==> config.mk <==
export PLATFORM = sky130hd
export DESIGN_NAME = obi_wb_arbiter
export DESIGN_NICKNAME = d
export VERILOG_FILES = /design/src/rtl/processorci_arb_pkg.sv /design/src/rtl/obi_wb_arbiter.sv
export SDC_FILE = /design/constraint.sdc
export NUM_CORES = 1
export LEC_CHECK = 0
export CORE_UTILIZATION = 48
export DETAILED_ROUTE_END_ITERATION = 12
export GPL_TIMING_DRIVEN = 0
export PLACE_DENSITY_LB_ADDON = 0.08
export SLEW_MARGIN = 10
export SYNTH_ARGS = -nofsm -noshare
export SYNTH_HDL_FRONTEND = slang
export SYNTH_SLANG_ARGS = --single-unit
==> constraint.sdc <==
create_clock -name clk -period 3.09 [get_ports clk]
set_input_delay 0.309 -clock clk [delete_from_list [all_inputs] [get_ports clk]]
set_output_delay 0.309 -clock clk [all_outputs]
set_load 0.005 [all_outputs]
==> src/rtl/processorci_arb_pkg.sv <==
// rtl/processorci_arb_pkg.sv - shared types and helpers for the OBI-to-Wishbone arbiter
package processorci_arb_pkg;

   typedef enum logic [2:0] {
      IDLE,
      RD,
      WR,
      RMW_RD,
      RMW_WR,
      RESP
   } state_e;

   typedef enum logic {
      PORT_INSTR = 1'b0,
      PORT_DATA  = 1'b1
   } port_e;

   localparam logic [31:0] BUS_ERR_DATA = 32'hDEAD_BEEF;

   // Lanes with be set take the new byte, the rest keep the old word's byte.
   function automatic logic [31:0] byte_merge(input logic [31:0] old_word,
                                              input logic [31:0] new_word,
                                              input logic [3:0]  be);
      logic [31:0] merged;
      merged = old_word;
      for (int i = 0; i < 4; i++) begin
         if (be[i]) merged[8*i +: 8] = new_word[8*i +: 8];
      end
      return merged;
   endfunction

endpackage

==> src/rtl/obi_wb_arbiter.sv <==
// rtl/obi_wb_arbiter.sv - round-robin OBI instr/data to single Wishbone bus with RMW sub-word stores
module obi_wb_arbiter
   import processorci_arb_pkg::*;
#(
   parameter int ADDR_WIDTH     = 32,
   parameter int DATA_WIDTH     = 32,
   parameter int TIMEOUT_CYCLES = 0
) (
   input  logic                  clk,
   input  logic                  rst_n,
   input  logic                  instr_req_i,
   output logic                  instr_gnt_o,
   input  logic [ADDR_WIDTH-1:0] instr_addr_i,
   output logic                  instr_rvalid_o,
   output logic [DATA_WIDTH-1:0] instr_rdata_o,
   input  logic                  data_req_i,
   output logic                  data_gnt_o,
   input  logic                  data_we_i,
   input  logic [3:0]            data_be_i,
   input  logic [ADDR_WIDTH-1:0] data_addr_i,
   input  logic [DATA_WIDTH-1:0] data_wdata_i,
   output logic                  data_rvalid_o,
   output logic [DATA_WIDTH-1:0] data_rdata_o,
   output logic                  wb_cyc_o,
   output logic                  wb_stb_o,
   output logic                  wb_we_o,
   output logic [ADDR_WIDTH-1:0] wb_addr_o,
   output logic [DATA_WIDTH-1:0] wb_data_o,
   input  logic [DATA_WIDTH-1:0] wb_data_i,
   input  logic                  wb_ack_i,
   output logic                  bus_err_o
);

   localparam int CNT_W = (TIMEOUT_CYCLES > 1) ? $clog2(TIMEOUT_CYCLES) : 1;
   localparam logic [CNT_W-1:0] CNT_LAST =
      CNT_W'((TIMEOUT_CYCLES > 0) ? TIMEOUT_CYCLES - 1 : 0);
   localparam logic [ADDR_WIDTH-1:0] WORD_MASK = ~ADDR_WIDTH'(3);

   state_e                state;
   port_e                 last_port;
   port_e                 owner;
   logic [ADDR_WIDTH-1:0] addr_q;
   logic [3:0]            be_q;
   logic [DATA_WIDTH-1:0] wdata_q;
   logic [DATA_WIDTH-1:0] rdata_q;
   logic                  cyc_q;
   logic                  we_q;
   logic [DATA_WIDTH-1:0] wb_data_q;
   logic                  instr_rvalid_q;
   logic                  data_rvalid_q;
   logic                  bus_err_q;
   logic                  resp_pend;
   logic [CNT_W-1:0]      cnt;
   logic                  instr_win;
   logic                  data_win;

   // Grant is only offered in IDLE; on contention the port not served last wins.
   always_comb begin
      instr_win = 1'b0;
      data_win  = 1'b0;
      if (rst_n && state == IDLE) begin
         if (instr_req_i && data_req_i) begin
            if (last_port == PORT_INSTR) data_win  = 1'b1;
            else                         instr_win = 1'b1;
         end else begin
            instr_win = instr_req_i;
            data_win  = data_req_i;
         end
      end
   end

   always_ff @(posedge clk or negedge rst_n) begin
      if (!rst_n) begin
         state          <= IDLE;
         last_port      <= PORT_INSTR;
         owner          <= PORT_INSTR;
         addr_q         <= '0;
         be_q           <= '0;
         wdata_q        <= '0;
         rdata_q        <= '0;
         cyc_q          <= 1'b0;
         we_q           <= 1'b0;
         wb_data_q      <= '0;
         instr_rvalid_q <= 1'b0;
         data_rvalid_q  <= 1'b0;
         bus_err_q      <= 1'b0;
         resp_pend      <= 1'b0;
         cnt            <= '0;
      end else begin
         bus_err_q <= 1'b0;
         case (state)
            IDLE: begin
               if (instr_win || data_win) begin
                  owner     <= data_win ? PORT_DATA : PORT_INSTR;
                  last_port <= data_win ? PORT_DATA : PORT_INSTR;
                  cnt       <= '0;
                  rdata_q   <= '0;
                  if (data_win) begin
                     addr_q    <= data_addr_i;
                     be_q      <= data_be_i;
                     wdata_q   <= data_wdata_i;
                     wb_data_q <= data_wdata_i;
                  end else begin
                     addr_q    <= instr_addr_i;
                     be_q      <= '0;
                     wdata_q   <= '0;
                     wb_data_q <= '0;
                  end
                  if (!data_win || !data_we_i) begin
                     state <= RD;
                     cyc_q <= 1'b1;
                     we_q  <= 1'b0;
                  end else if (data_be_i == 4'hF) begin
                     state <= WR;
                     cyc_q <= 1'b1;
                     we_q  <= 1'b1;
                  end else if (data_be_i == 4'h0) begin
                     state     <= RESP;
                     resp_pend <= 1'b1;
                  end else begin
                     state <= RMW_RD;
                     cyc_q <= 1'b1;
                     we_q  <= 1'b0;
                  end
               end
            end
            RD, WR, RMW_RD, RMW_WR: begin
               if (cyc_q && wb_ack_i) begin
                  cyc_q <= 1'b0;
                  cnt   <= '0;
                  case (state)
                     RD: begin
                        rdata_q <= wb_data_i;
                        state   <= RESP;
                        {data_rvalid_q, instr_rvalid_q} <= (owner == PORT_DATA) ? 2'b10 : 2'b01;
                     end
                     RMW_RD: begin
                        wb_data_q <= byte_merge(wb_data_i, wdata_q, be_q);
                        we_q      <= 1'b1;
                        state     <= RMW_WR;
                     end
                     default: begin
                        we_q  <= 1'b0;
                        state <= RESP;
                        {data_rvalid_q, instr_rvalid_q} <= (owner == PORT_DATA) ? 2'b10 : 2'b01;
                     end
                  endcase
               end else if (cyc_q && TIMEOUT_CYCLES > 0 && cnt == CNT_LAST) begin
                  cyc_q     <= 1'b0;
                  we_q      <= 1'b0;
                  bus_err_q <= 1'b1;
                  rdata_q   <= BUS_ERR_DATA;
                  state     <= RESP;
                  {data_rvalid_q, instr_rvalid_q} <= (owner == PORT_DATA) ? 2'b10 : 2'b01;
               end else if (cyc_q) begin
                  cnt <= cnt + 1'b1;
               end else begin
                  // One idle bus cycle between the RMW read and its write-back.
                  cyc_q <= 1'b1;
               end
            end
            RESP: begin
               if (resp_pend) begin
                  resp_pend <= 1'b0;
                  {data_rvalid_q, instr_rvalid_q} <= (owner == PORT_DATA) ? 2'b10 : 2'b01;
               end else begin
                  instr_rvalid_q <= 1'b0;
                  data_rvalid_q  <= 1'b0;
                  state          <= IDLE;
               end
            end
            default: state <= IDLE;
         endcase
      end
   end

   assign instr_gnt_o    = instr_win;
   assign data_gnt_o     = data_win;
   assign instr_rvalid_o = instr_rvalid_q;
   assign data_rvalid_o  = data_rvalid_q;
   assign instr_rdata_o  = (owner == PORT_INSTR) ? rdata_q : '0;
   assign data_rdata_o   = (owner == PORT_DATA) ? rdata_q : '0;
   assign wb_cyc_o       = cyc_q;
   assign wb_stb_o       = cyc_q;
   assign wb_we_o        = we_q;
   assign wb_addr_o      = addr_q & WORD_MASK;
   assign wb_data_o      = wb_data_q;
   assign bus_err_o      = bus_err_q;

endmodule

==> run metrics, run 1 <==
layout net count=1106; area of the core=14040 um^2; overall die area=15010 um^2; diodes inserted=0; Final Max Slew Viols=0; post-place setup slack=175.7 ps; power density over the cells=946.3 nW/um^2; clock transition time at the flip-flop clock pins of the worst setup and hold paths=60 ps; Tot Pwr=0.009935 W; fraction of the cycle the final worst path needs=95.11%; Die Y-Extent=122.5 um; proportion of netlist area held by the largest area contributor=49.89%; routability-driven placement congestion ratio=0.8769; Final Worst Setup Slack=151.1 ps; flip-flop and latch count after synthesis=139; Crit-path slowest cell=sky130_fd_sc_hd__clkdlybuf4s50_1; routed wire length per instance=18.54 um; hold-critical path depth=3; CTS buffer count=17; launching element of the worst setup path=rst_n; number of antenna violations at the first check in global routing=0; Max Clk Rate=340.3 MHz; worst rel slew slack=41.34%; number of detailed-routing iterations run before antenna repair=5; Hold/Removal Path Class=primary input to flop; die extent in x=122.5 um; dominant combinational cell family by area after synthesis=compound AO/OA/AOI/OAI gates; Critical Path Source Type=primary input; netlist area before placement=6972 um^2; final-report hold violation count=0; slew at the pin closest to its max-slew limit=874.0 ps; I/O pin total=274; setup repair after global routing missed its margin=no; hold path startpoint=wb_data_i[10]; Crit path arrival time=2630 ps; grt ovf=0; Max VDD drop=0.4362 mV; post-CTS setup buffers=0; EDFF count, synth=0; via count=6284; most frequent cells after synthesis=139 x sky130_fd_sc_hd__dfrtp_1, 71 x sky130_fd_sc_hd__nor2_1, 66 x sky130_fd_sc_hd__nand2_1; number of distinct library cells after synthesis=43; Post-DP HPWL=15860 um; fraction of the mapped netlist area in compound gates=17.01%; total of max-cap violations=0; Area growth, synth to finish=50.59%; outcome=complete, no violations; total number of H-tree levels=4; # DRC=0; area fraction in and, or, nand and nor cells after synthesis=12.35%; Final Critical Period=2939 ps; Synthesis Warnings=0; count leader, synth=sky130_fd_sc_hd__dfrtp_1; global-route wire length before repair=33210 um; Synth async-reset ratio=100.0%; Total Routing Usage GR=29.67%; clk_lat worst skew=420 ps; total instance count after detailed placement=1127; fraction of final layout cells with drive strength greater than 1=12.87%; most area-consuming cells after synthesis=sky130_fd_sc_hd__dfrtp_1 50%, sky130_fd_sc_hd__mux2i_1 9.0%, sky130_fd_sc_hd__mux2_2 5.5%; number of I/O port buffers=266; largest incremental delay on the critical path=550 ps; Post-Synthesis Mean Instance Area=10.28 um^2; Post-Synth XOR/XNOR Area=0%; number of DRC violations after detailed-routing iteration 0=459; root cell of the clock tree=sky130_fd_sc_hd__clkbuf_16; Leakage=4.677 nW; cell depth of the worst flop-to-flop path=7; total clock sinks=139; CTS tree=built; via count of the first global-routing pass=6304; starting density of the core=49.65%; Routed Antenna Nets=0; origin of the critical flop-to-flop path=state[2]$_DFFE_PN0P_; most frequently used flop master after synthesis=sky130_fd_sc_hd__dfrtp_1; fraction of synthesized area in multiplexers=14.54%; internal reg-to-reg setup slack=720 ps; post-DR vias/cell=5.422; critical path class=primary input to output port; crit-path max FO=10; Total Wirelength=21480 um; synthesized instance count=678; sequential cell area fraction in the yosys report=49.89%; final count of negative-setup-slack endpoints=0; number of standard cells in the final layout excluding fillers=1159; Clock Skew=6.577 ps; fraction of the mapped netlist area in adder cells=0%; number of placement rows=43; maximum clock insertion buffer count=2; type of element capturing the critical path=output port; crit-path cells=dlygate4sd3_1 > buf_6 > nor4b_4 > and2_1 > buf_2 > clkbuf_4 > clkdlybuf4s50_1; maximum number of pins on one net before global-route repair=76; endpoint required time on the critical path=2780 ps; top cell type by total area after synthesis=sky130_fd_sc_hd__dfrtp_1
-- layout by cell type, fill, tap and decap left out, types with 25 or more instances in the layout --
| cell type | instances |
|---|---|
| sky130_fd_sc_hd__clkdlybuf4s50_1 | 265 |
| sky130_fd_sc_hd__dfrtp_1 | 139 |
| sky130_fd_sc_hd__nor2_1 | 71 |
| sky130_fd_sc_hd__nand2_1 | 66 |
| sky130_fd_sc_hd__mux2i_1 | 63 |
| sky130_fd_sc_hd__a22o_1 | 37 |
| sky130_fd_sc_hd__inv_1 | 36 |
| sky130_fd_sc_hd__and2_1 | 34 |
| sky130_fd_sc_hd__mux2_2 | 34 |
| sky130_fd_sc_hd__a22oi_1 | 32 |
| sky130_fd_sc_hd__a21oi_2 | 28 |
| sky130_fd_sc_hd__o21ai_0 | 25 |
-- kinds of logic after synthesis --
group / count (synthesis)
buffers and inverters: 92
multiplexers: 97
AO/OA/AOI/OAI: 160
other: 1
flip-flops: 139
AND/OR/NAND/NOR: 189
-- worst max-delay path: cells and delay by family --
family / cells / cell delay [ps]
buffers and inverters: 5 / 1840
and+or+nand+nor: 2 / 470
-- registers in the layout, indices dropped and copies added, names as in the netlist --
register / flops
wb_cyc_o: 1
owner: 1
resp_pend: 1
state: 3
wb_we_o: 1
instr_rvalid_o: 1
addr_q: 30
rdata_q: 32
be_q: 4
wb_data_o: 32
wdata_q: 32
data_rvalid_o: 1
-- power by group --
part,total (W),internal (W),switching [W]
Combinational,0.00490,0.00261,0.00229
Clock,0.00194,0.00120,0.000742
Sequential,0.00309,0.00263,0.000463
-- cell type report --
class	count	area, um^2
Fill cell	986	3543
Sequential cell	139	3478
Multi-Input combinational cell	449	3072
Timing Repair Buffer	269	2729
Clock buffer	23	498.0
Buffer	56	296.5
Tap cell	180	225.2
Inverter	36	135.1
Clock inverter	7	65.06
-- through the flow --
step	hold WS, ps	util (%)	instance area [um^2]	setup TNS (ps)
floorplan	13.41	-	6979	0
global placement	465.6	70.27	9867	-1136950
detailed placement	355.2	70.47	9896	0
CTS	456.0	74.75	10500	0
global route	476.1	74.77	10500	0
finish	459.3	74.77	10500	0
-- path summary, 6_finish.rpt --
check / endpoint
min in group asynchronous: resp_pend$_DFFE_PN0P_
max in group asynchronous: wdata_q[24]$_DFFE_PN0P_
worst min-delay path: rdata_q[10]$_DFFE_PN0P_
worst min register to register: addr_q[22]$_DFFE_PN0P_
worst max-delay path: data_gnt_o
worst max register to register: addr_q[25]$_DFFE_PN0P_
-- metal layers --
metal  vias up  GRT usage, %  routed length, um
met1      3068         35.32               8617
met3        42         8.783               1490
met2       255         50.32              10790
met4         0         11.51                583
li1       2919             -                  -
met5         -             0                  0
-- timing repair --
action / 4_1_cts / 5_1_grt
hold buffers: 2 / 0
gates resized for setup: 0 / 1
endpoints found under the setup margin: 0 / 1
endpoints found under the hold margin: 65 / 0
Note: power is estimated with default switching activity, not from simulation.
==> inputs of run 2 (changes only) <==
CORE_UTILIZATION = 62   (was 48)
DONT_BUFFER_PORTS = 1   (was not set)
==> run metrics, run 2 (same netlist as run 1, synthesis figures left out) <==
crit-path max FO=10; cell depth of the worst flop-to-flop path=8; Leakage=4.115 nW; critical path buffer and inverter count=4; Final Worst Setup Slack=296.6 ps; fraction of final layout cells with drive strength greater than 1=13.91%; Hold/Removal Path Class=primary input to asynchronous set/reset pin; via count=6186; grt ovf=0; Crit path arrival time=3170 ps; Area growth, synth to finish=27.44%; diodes inserted=0; grt met1 use=46.84%; cell area after layout=8885 um^2; root cell of the clock tree=sky130_fd_sc_hd__clkbuf_8; worst hold margin=-534.3 ps; Max VDD drop=0.5861 mV; type of element capturing the critical path=flop; total of max-cap violations=0; routed wire length per instance=23.33 um; total number of H-tree levels=4; commonest cells after routing, fill and taps aside=139 x sky130_fd_sc_hd__dfrtp_1, 123 x sky130_fd_sc_hd__dlygate4sd3_1, 71 x sky130_fd_sc_hd__nor2_1, 66 x sky130_fd_sc_hd__nand2_1, 63 x sky130_fd_sc_hd__mux2i_1; Clock Skew=8.777 ps; post-CTS setup buffers=0; number of DRC violations after detailed-routing iteration 0=497; Clk pwr share=21.0%; Total Routing Usage GR=40.06%; clock transition time at the flip-flop clock pins of the worst setup and hold paths=60 ps; worst rel slew slack=44.83%; combinational cell fraction of total power=40.1%; overall die area=11670 um^2; power density over the cells=954.6 nW/um^2; total instance count after detailed placement=820; Post-DP HPWL=13350 um; number of I/O port buffers=0; critical path depth in cells=8; worst reg2reg path endpoint=addr_q[15]$_DFFE_PN0P_; internal reg-to-reg setup slack=300 ps; Final Max Slew Viols=0; routability-driven placement congestion ratio=0.8810; CTS tree=built; Critical Path Source Type=flop; maximum clock insertion buffer count=2; origin of the critical flop-to-flop path=state[2]$_DFFE_PN0P_; global-route wire length before repair=34570 um; standard cell area after detailed placement=7154 um^2; most utilized layer in the global route result=met2; number of standard cells in the final layout excluding fillers=974; launching element of the worst setup path=state[2]$_DFFE_PN0P_; post-place setup slack=807.5 ps; fill cell instance count of the final layout=614; I/O pin total=274; post-route core utilization=81.60%; layout net count=960; largest incremental delay on the critical path=610 ps; Max Clk Rate=358.0 MHz; Final Critical Period=2793 ps; Total Wirelength=22730 um; number of placement rows=38; number of antenna violations at the first check in global routing=0; area of the core=10890 um^2; final-report hold violation count=139; via count of the first global-routing pass=6353; failing checks=negative hold slack; most common cell after layout, fill and taps aside=sky130_fd_sc_hd__dfrtp_1; switching power as a share of total power=40.27%; Seq pwr share=38.9%; outcome=finished, violations left; die extent in x=108.0 um; cell family with most CP delay=buffers and inverters; starting density of the core=64.03%; Hold Buf Count CTS=123; internal power=0.005066 W; global-route met2 utilization=64.74%; # DRC=0; slew at the pin closest to its max-slew limit=822.0 ps; critical path class=flop to flop; most used cell along the critical path=sky130_fd_sc_hd__buf_2; fraction of the cycle the final worst path needs=90.40%; met3 track demand over resource in global routing=10.61%; Die Y-Extent=108.0 um; Routed Antenna Nets=0; clk_lat worst skew=540 ps; total clock sinks=139; endpoint required time on the critical path=3470 ps; maximum number of pins on one net before global-route repair=145; crit-path cells=buf_2 > nor4b_4 > and2_1 > buf_2 > buf_4 > mux2i_1 > dlygate4sd3_1 > o21ai_0; number of detailed-routing iterations run before antenna repair=7; Crit-path slowest cell=sky130_fd_sc_hd__dlygate4sd3_1; Resized cells post-CTS=0; CTS buffer count=17; final count of negative-setup-slack endpoints=0; post-DR vias/cell=6.351; power dissipated by switching net loads=0.003416 W; total negative slack for setup checks=0 ps; setup repair after global routing missed its margin=no
-- run 2: cell types whose count changed in the layout (fill, tap and decap cells not counted), moves of 2 or more --
cell / before / now
sky130_fd_sc_hd__dlygate4sd3_1: 1 / 123
sky130_fd_sc_hd__clkbuf_1: 22 / 30
sky130_fd_sc_hd__clkinv_2: 4 / 2
sky130_fd_sc_hd__buf_16: 2 / 0
sky130_fd_sc_hd__clkinvlp_4: 2 / 0
sky130_fd_sc_hd__clkdlybuf4s50_1: 265 / 0
-- run 2: routing by layer --
metal  vias up  share of wire, %
met4         0               6.3
met1      3004                36
met3       122               8.7
met5         -                 0
met2       438                49
li1       2622                 -
-- run 2: worst max path at each step --
stage / to / slack (ps)
after global placement: addr_q[28]$_DFFE_PN0P_ / 920
after global routing: addr_q[15]$_DFFE_PN0P_ / 280
after floorplan: wb_data_o[21]$_DFFE_PN0P_ / 1310
after detailed placement: addr_q[28]$_DFFE_PN0P_ / 810
final: addr_q[15]$_DFFE_PN0P_ / 300
after CTS: addr_q[21]$_DFFE_PN0P_ / 520
-- run 2: cell type report --
type	instances	area, um^2	area share [%]
buffer	56	294.0	3.309
multi-input combinational	449	3072	34.57
sequential	139	3478	39.15
clock inverter	2	10.01	0.1127
timing repair buffer	123	1231	13.86
tap	140	175.2	1.972
inverter	36	135.1	1.521
clock buffer	29	489.2	5.506
-- run 2: power by group through the flow --
stage / sequential (W) / clock, W / combinational, W
5_1_grt: 0.00335 / 0.00187 / 0.00372
3_3_place_gp: 0.00323 / 0 / 0.00296
6_report: 0.00330 / 0.00178 / 0.00340
3_5_place_dp: 0.00325 / 0 / 0.00307
2_1_floorplan: 0.00304 / 0 / 0.00245
4_1_cts: 0.00323 / 0.00177 / 0.00325
-- run 2: through the flow --
stage / power, W / hold slack [ps]
2_1_floorplan: 0.005489 / 13.41
3_3_place_gp: 0.006187 / 16.28
3_5_place_dp: 0.006325 / 15.97
4_1_cts: 0.008256 / -550.8
5_1_grt: 0.008939 / -551.0
6_report: 0.008482 / -534.3
